### config.mk
export PLATFORM = sky130hd
export DESIGN_NAME = vga_mem_arbiter
export DESIGN_NICKNAME = d
export VERILOG_FILES = /design/src/rtl/vga_mem_arbiter.sv
export SDC_FILE = /design/constraint.sdc
export NUM_CORES = 1
export LEC_CHECK = 0
export ABC_AREA = 1
export CAP_MARGIN = 20
export CORE_MARGIN = 2
export CORE_UTILIZATION = 53
export CTS_CLUSTER_SIZE = 10
export DETAILED_ROUTE_END_ITERATION = 12
export PLACE_DENSITY = 0.85
export SYNTH_ARGS = -nofsm -noshare
export SYNTH_HDL_FRONTEND = slang
export SYNTH_SLANG_ARGS = --single-unit
export TNS_END_PERCENT = 1
### constraint.sdc
create_clock -name char_clock -period 3.8 [get_ports char_clock]
set_input_delay 0.76 -clock char_clock [delete_from_list [all_inputs] [get_ports char_clock]]
set_output_delay 0.76 -clock char_clock [all_outputs]
set_load 0.02 [all_outputs]
### src/rtl/vga_mem_arbiter.sv
// Arbitrates one single-port video RAM between VGA scan-out and a queued CPU port.
// The display owns every visible cycle; CPU requests drain only during blanking.
module vga_mem_arbiter #(
    parameter int ADDR_W = 20,
    parameter int DATA_W = 12,
    parameter int X_BITS = 10,
    parameter int QDEPTH = 4
) (
    input  logic              char_clock,
    input  logic              reset,
    input  logic              disp_active,
    input  logic [11:0]       disp_x,
    input  logic [11:0]       disp_y,
    output logic [DATA_W-1:0] pix_rgb,
    output logic              pix_valid,
    input  logic              cpu_valid,
    output logic              cpu_ready,
    input  logic              cpu_we,
    input  logic [ADDR_W-1:0] cpu_addr,
    input  logic [DATA_W-1:0] cpu_wdata,
    output logic              cpu_rvalid,
    output logic [DATA_W-1:0] cpu_rdata,
    output logic [ADDR_W-1:0] mem_addr,
    output logic              mem_we,
    output logic [DATA_W-1:0] mem_wdata,
    input  logic [DATA_W-1:0] mem_rdata,
    output logic [2:0]        q_level
);

    // tag        | meaning
    // TAG_NONE   | last cycle issued nothing to return (idle or CPU write)
    // TAG_DISP   | last cycle issued a display read
    // TAG_CPU_RD | last cycle issued a CPU read
    localparam int PW     = $clog2(QDEPTH);
    localparam int CW     = PW + 1;
    localparam int Y_BITS = ADDR_W - X_BITS;

    typedef enum logic [1:0] {SLOT_IDLE, SLOT_DISP, SLOT_CPU} slot_t;
    typedef enum logic [1:0] {TAG_NONE, TAG_DISP, TAG_CPU_RD} tag_t;

    logic              q_we    [QDEPTH];
    logic [ADDR_W-1:0] q_addr  [QDEPTH];
    logic [DATA_W-1:0] q_wdata [QDEPTH];
    logic [PW-1:0]     rd_ptr, wr_ptr;
    logic [CW-1:0]     count;

    slot_t             slot;
    tag_t              tag, tag_next;
    logic              push, pop;
    logic [ADDR_W-1:0] disp_addr;
    logic [ADDR_W-1:0] last_addr;
    logic [DATA_W-1:0] last_wdata;
    logic              unused_disp_bits;

    assign unused_disp_bits = ^{disp_x, disp_y};
    assign disp_addr = {disp_y[Y_BITS-1:0], disp_x[X_BITS-1:0]};
    assign cpu_ready = (count != CW'(QDEPTH));
    assign q_level   = 3'(count);
    assign push      = cpu_valid && cpu_ready;
    assign pop       = (slot == SLOT_CPU);

    // Slot decision; held idle during reset so the RAM bus shows its reset values.
    always_comb begin
        slot = SLOT_IDLE;
        if (!reset) begin
            if (disp_active)
                slot = SLOT_DISP;
            else if (count != '0)
                slot = SLOT_CPU;
        end
    end

    always_comb begin
        mem_addr  = last_addr;
        mem_we    = 1'b0;
        mem_wdata = last_wdata;
        tag_next  = TAG_NONE;
        case (slot)
            SLOT_DISP: begin
                mem_addr = disp_addr;
                tag_next = TAG_DISP;
            end
            SLOT_CPU: begin
                mem_addr  = q_addr[rd_ptr];
                mem_we    = q_we[rd_ptr];
                mem_wdata = q_wdata[rd_ptr];
                tag_next  = q_we[rd_ptr] ? TAG_NONE : TAG_CPU_RD;
            end
            default: ;
        endcase
    end

    always_ff @(posedge char_clock) begin
        if (push) begin
            q_we[wr_ptr]    <= cpu_we;
            q_addr[wr_ptr]  <= cpu_addr;
            q_wdata[wr_ptr] <= cpu_wdata;
        end
    end

    always_ff @(posedge char_clock or posedge reset) begin
        if (reset) begin
            rd_ptr     <= '0;
            wr_ptr     <= '0;
            count      <= '0;
            last_addr  <= '0;
            last_wdata <= '0;
            tag        <= TAG_NONE;
        end else begin
            if (push)
                wr_ptr <= wr_ptr + PW'(1);
            if (pop)
                rd_ptr <= rd_ptr + PW'(1);
            count <= count + CW'(push) - CW'(pop);
            if (slot != SLOT_IDLE)
                last_addr <= mem_addr;
            if (slot == SLOT_CPU)
                last_wdata <= mem_wdata;
            tag <= tag_next;
        end
    end

    // RAM data arrives one cycle after issue; route it by the tag of that issue.
    always_ff @(posedge char_clock or posedge reset) begin
        if (reset) begin
            pix_rgb    <= '0;
            pix_valid  <= 1'b0;
            cpu_rvalid <= 1'b0;
            cpu_rdata  <= '0;
        end else begin
            case (tag)
                TAG_DISP: begin
                    pix_rgb    <= mem_rdata;
                    pix_valid  <= 1'b1;
                    cpu_rvalid <= 1'b0;
                end
                TAG_CPU_RD: begin
                    cpu_rdata  <= mem_rdata;
                    cpu_rvalid <= 1'b1;
                    pix_rgb    <= '0;
                    pix_valid  <= 1'b0;
                end
                default: begin
                    pix_rgb    <= '0;
                    pix_valid  <= 1'b0;
                    cpu_rvalid <= 1'b0;
                end
            endcase
        end
    end

endmodule

* After elaboration in Yosys (flattened, before gate mapping)
Memory sizes are Yosys's and may differ from the RTL's.
Cells that the tools add are included.
** Cells by class
- $add $sub $neg :: 4
- $mul :: 0
- Div/mod/pow operators :: 0
- Magnitude comparators :: 0
- Equal/unequal tests :: 5
- Shifts and indexed selects :: 0
- Multiplexer cells :: 13
- Bitwise gates (word level) :: 0
- Reduce and logical (&&, ||, !) cells :: 3
** Operators with widths (number)
- case mux 20 bit (2 select lines) :: 1
- two-way mux 12 bit :: 2
- two-way mux 2 bit :: 4
- two-way mux 1 bit :: 5
- adder 2 x 1 -> 2 bit, second input constant :: 2
- equality test 2 x 1 -> 1 bit, second input constant :: 2
- equality test 2 bit, second input constant :: 2
- case mux 2 bit (2 select lines) :: 1
- adder 3 x 1 -> 3 bit :: 1
- != test 3 bit, second input constant :: 1
- nonzero test 3 bit :: 1
- subtractor 3 x 1 -> 3 bit :: 1
- nonzero test 2 bit :: 1
- logical AND 1 bit :: 1
** Storage, ports and cells
- Register bits after elaboration :: 67
- Latch bits :: 0
- RAM bits :: 132
- ROM bits :: 0
- Input port bits :: 73
- Output and inout port bits :: 63
- Word-level logic and storage cells :: 38
- Memories :: 3
** Memory list
- q_addr :: depth 4, bits a word 20, rd ports 1, clocked after Yosys merged registers in 0, write ports 1, RTL line 42 : logic [ADDR_W-1:0] q_addr [QDEPTH];
- q_wdata :: depth 4, bits a word 12, rd ports 1, clocked after Yosys merged registers in 0, write ports 1, RTL line 43 : logic [DATA_W-1:0] q_wdata [QDEPTH];
- q_we :: depth 4, bits a word 1, rd ports 1, clocked after Yosys merged registers in 0, write ports 1, RTL line 41 : logic q_we [QDEPTH];

* Depth between registers and ports, before layout
- Word-level depth :: 6
- Depth in mapped cells :: 11
- Gate-level depth less buffers :: 10

* Worst setup path before layout
Ideal clock, no wire load.
- Path kind :: input-to-output
- Start :: input reset
- End :: output mem_addr[0]
- Data arrival time :: 2.951 ns
- Required time :: 3.040 ns
- Slack :: 0.089 ns
- Cell stages on the path :: 6
- Buffers on the path :: 1
- Cell sequence :: inv_1 -> nand2_1 -> inv_1 -> buf_2 -> nand2_1 -> nand3_1
** Between the ends
- Word-level cells in the longest chain between the ends :: 3
- Elaborated cells on any way between the ends :: 4
- Classes of those cells :: eq/ne: 2; mux: 2
** Ends and longest elaborated chain
- from (decl) :: RTL line 10 : input logic reset,
- two-way mux 2 bit (*) :: RTL line 65 : if (!reset) begin
- equality test 2 bit / equality test 2 x 1 -> 1 bit (equally long branches) :: RTL line 78 : case (slot)
- case mux 20 bit (2 select lines) (*) :: RTL line 78
- to (decl) :: RTL line 23 : output logic [ADDR_W-1:0] mem_addr,
Mark *: on every way between the ends. The rest lies on a longest branch, timed or not.

* Worst setup path after layout
- Start :: input reset
- End :: output mem_addr[10]
The elaborated chain is that of the path after synthesis.

==> results.json <==
{
  "worstMarginPinSlew_ns": 0.848,
  "fin_crit_sh_pct": 90.9,
  "slew_headroom_pct": 43.5,
  "hold_path.class": "flop to flop",
  "rows": 46,
  "synth-seq-cells": 199,
  "cp-end-kind": "output pin",
  "cts_setup_buffers": 0,
  "avgSynthCellArea_sq_um": 10.0,
  "io_pins": 136,
  "place_ws_ns": 0.322,
  "met2_wirelength_um": 8880,
  "synth.most_common_cell": "nand2_1",
  "synthTopCellsByArea": "edfxtp_1, dfrtp_1, nand2_1, nand3_1, inv_1",
  "via_per_inst": 4.91,
  "utilization_pct": 66.8,
  "final_max_slew_viol_count": 0,
  "drv_cap": 0,
  "wl_met3_um": 1240,
  "ys.flop_type": "edfxtp_1",
  "drive_gt1_share_pct": 5.30,
  "cts_htree_levels": 4,
  "ctsResizeCount": 0,
  "cts_buffers": 17,
  "seqCellArea_sq_um": 5640,
  "die_y_um": 130,
  "cp_cell_sequence": "clkdlybuf4s50_1, nor2_1, nand2_4, inv_4, nand2_1, nand3_1, clkdlybuf4s50_1",
  "syn_nets": 919,
  "setup_viol_count_final": 0,
  "syn_area_sq_um": 8400,
  "yosys.cell_types.count": 22,
  "postRouteAntennaNets": 0,
  "wl_met1_um": 7210,
  "synth_seq_area_share_pct": 67.2,
  "p_leak_nw": 4.82,
  "critPathMaxFanout": 34,
  "yosysTopAreaCell": "edfxtp_1",
  "place_congestion": 0.796,
  "clk_path_buf_depth": 2,
  "die_area_sq_um": 16900,
  "startpoint_type": "primary input",
  "r2r_slack_ns": 1.65,
  "cp.required_ns": 3.04,
  "power_density_nw_per_um2": 740,
  "ys_top_cells_by_count": "nand2_1, edfxtp_1, inv_1",
  "antenna_found_initial": 0,
  "synth_enable_flop_cells": 132,
  "syn_inst": 839,
  "top_layer": "met4",
  "clock-sinks": 199,
  "final_area_sq_um": 10500,
  "peakVddDrop_mv": 0.382,
  "overflow": 0,
  "arrival_ns": 2.69,
  "route.vias.total": 5877,
  "dpl_cell_area_sq_um": 9900,
  "critical_path.slowest_cell": "clkdlybuf4s50_1",
  "wl_per_cell_um": 14.8,
  "multiInputGateArea_sq_um": 2050,
  "final.setup.tns_ns": 0,
  "finalHoldViolations": 0,
  "dp_cells": 1166,
  "rsz0062_at_grt": "false",
  "wirelength_um": 17700,
  "ys.warnings.count": 0,
  "crit_top_cell": "clkdlybuf4s50_1",
  "cts_hold_buf": 0,
  "place_hpwl_um": 11200,
  "grt_max_degree": 83,
  "die_w_um": 130,
  "fin_cells": 1198,
  "cts_tree": "built",
  "grt_pass1_vias": 5711,
  "cpPeakStageDelay_ns": 0.63,
  "synthArstFlopShare_pct": 33.7,
  "grt_first_pass_wirelength_um": 27800,
  "worstSkewPairLatency_ns": 0.43,
  "start_util_pct": 53.5,
  "finClkSkew_ns": 0.00561,
  "num-nets-final": 1049,
  "coreArea_sq_um": 15700,
  "max_freq_mhz": 290,
  "first_pass_iters": 5,
  "outcome": "finished, final reports clean",
  "period_minus_slack_ns": 3.45,
  "clk_pin_slew_ns": 0.06,
  "antennaDiodeCount": 0,
  "drc": 0,
  "io_buffers": 131,
  "setup_slack_ns": 0.347,
  "n_fill_cell": 1122,
  "first_iter_violations": 478,
  "yosysTopAreaCellShare_pct": 47.2,
  "grt_usage_pct": 21.9,
  "clockRootBuffer": "clkbuf_16",
  "syn2layout_area_growth_pct": 25.0,
  "path_class": "primary input to output pin"
}
## critical path: cells and delay by family
| kind | cells | cell delay [ns] |
|---|---|---|
| buffers and inverters | 3 | 1.36 |
| and+or+nand+nor | 4 | 0.57 |
## layout by cell type, fill, tap and decap left out, types with 2 or more instances in the layout
master | netlist | final
inv_2 | 1 | 2
inv_4 | 2 | 2
nand2_1 | 268 | 268
clkbuf_1 | 2 | 6
bufinv_16 | 0 | 4
a21oi_1 | 2 | 2
inv_1 | 132 | 131
clkdlybuf4s50_1 | 0 | 131
edfxtp_1 | 132 | 132
o21ai_0 | 14 | 14
clkbuf_16 | 0 | 17
dfrtp_1 | 67 | 66
buf_4 | 12 | 13
nor2_4 | 0 | 4
nand3_1 | 100 | 100
nor2_1 | 73 | 69
clkinvlp_4 | 0 | 2
xnor2_1 | 2 | 2
ha_1 | 6 | 6
## area by class of cell
| cell class | instances | area share, % |
|---|---|---|
| Clock buffer | 23 | 4.27 |
| Clock inverter | 9 | 1.45 |
| Sequential cell | 199 | 53.7 |
| Multi-Input combinational cell | 471 | 19.5 |
| Timing Repair Buffer | 145 | 13.6 |
| Inverter | 135 | 4.87 |
| Tap cell | 216 | 2.57 |
## power by group
part | switching, mW | internal [mW]
combinational | 1.76 | 1.07
clock | 0.741 | 1.10
sequential | 0.212 | 2.89
## cell families (layout without fill, tap and decap cells)
logic type / Yosys count / count (layout) / synth area share, %
buf+inv: 169 / 312 / 8.82
xor+xnor: 3 / 3 / 0.313
compound gates: 17 / 17 / 1.10
fa+ha+maj: 7 / 7 / 1.13
simple gates: 444 / 444 / 21.5
flops: 199 / 199 / 67.2
## final timing paths
path                       depth (start not counted)             to        from
min reg2reg                                        1     cpu_rvalid      tag[0]
min in group asynchronous                          3  last_addr[10]       reset
max                                                7   mem_addr[10]       reset
max reg2reg                                       10     q_level[2]  q_level[1]
max in group asynchronous                          3      rd_ptr[0]       reset
min                                                1     cpu_rvalid      tag[0]
## stage by stage
| step | total power, mW | hold WS [ns] |
|---|---|---|
| after global placement | 5.87 | 0.419 |
| after global routing | 8.24 | 0.478 |
| after floorplan | 4.91 | 0.413 |
| after CTS | 7.81 | 0.435 |
| final | 7.78 | 0.435 |
| after detailed placement | 5.96 | 0.425 |
## metal layers
layer  track usage, %  up-vias
met3             5.58       25
met2             37.4      198
met4             9.04        0
met5                0        -
met1             26.8     2767
li1                 -     2887
## registers in the layout, summed over array words and instances (netlist names)
| signal | count |
|---|---|
| q_addr | 80 |
| last_wdata | 12 |
| cpu_rvalid | 1 |
| pix_valid | 1 |
| last_addr | 20 |
| cpu_rdata | 12 |
| q_level | 3 |
| rd_ptr | 2 |
| wr_ptr | 2 |
| q_we | 4 |
| q_wdata | 48 |
| pix_rgb | 12 |
| tag | 2 |
Note: power is estimated with default switching activity, not from simulation.
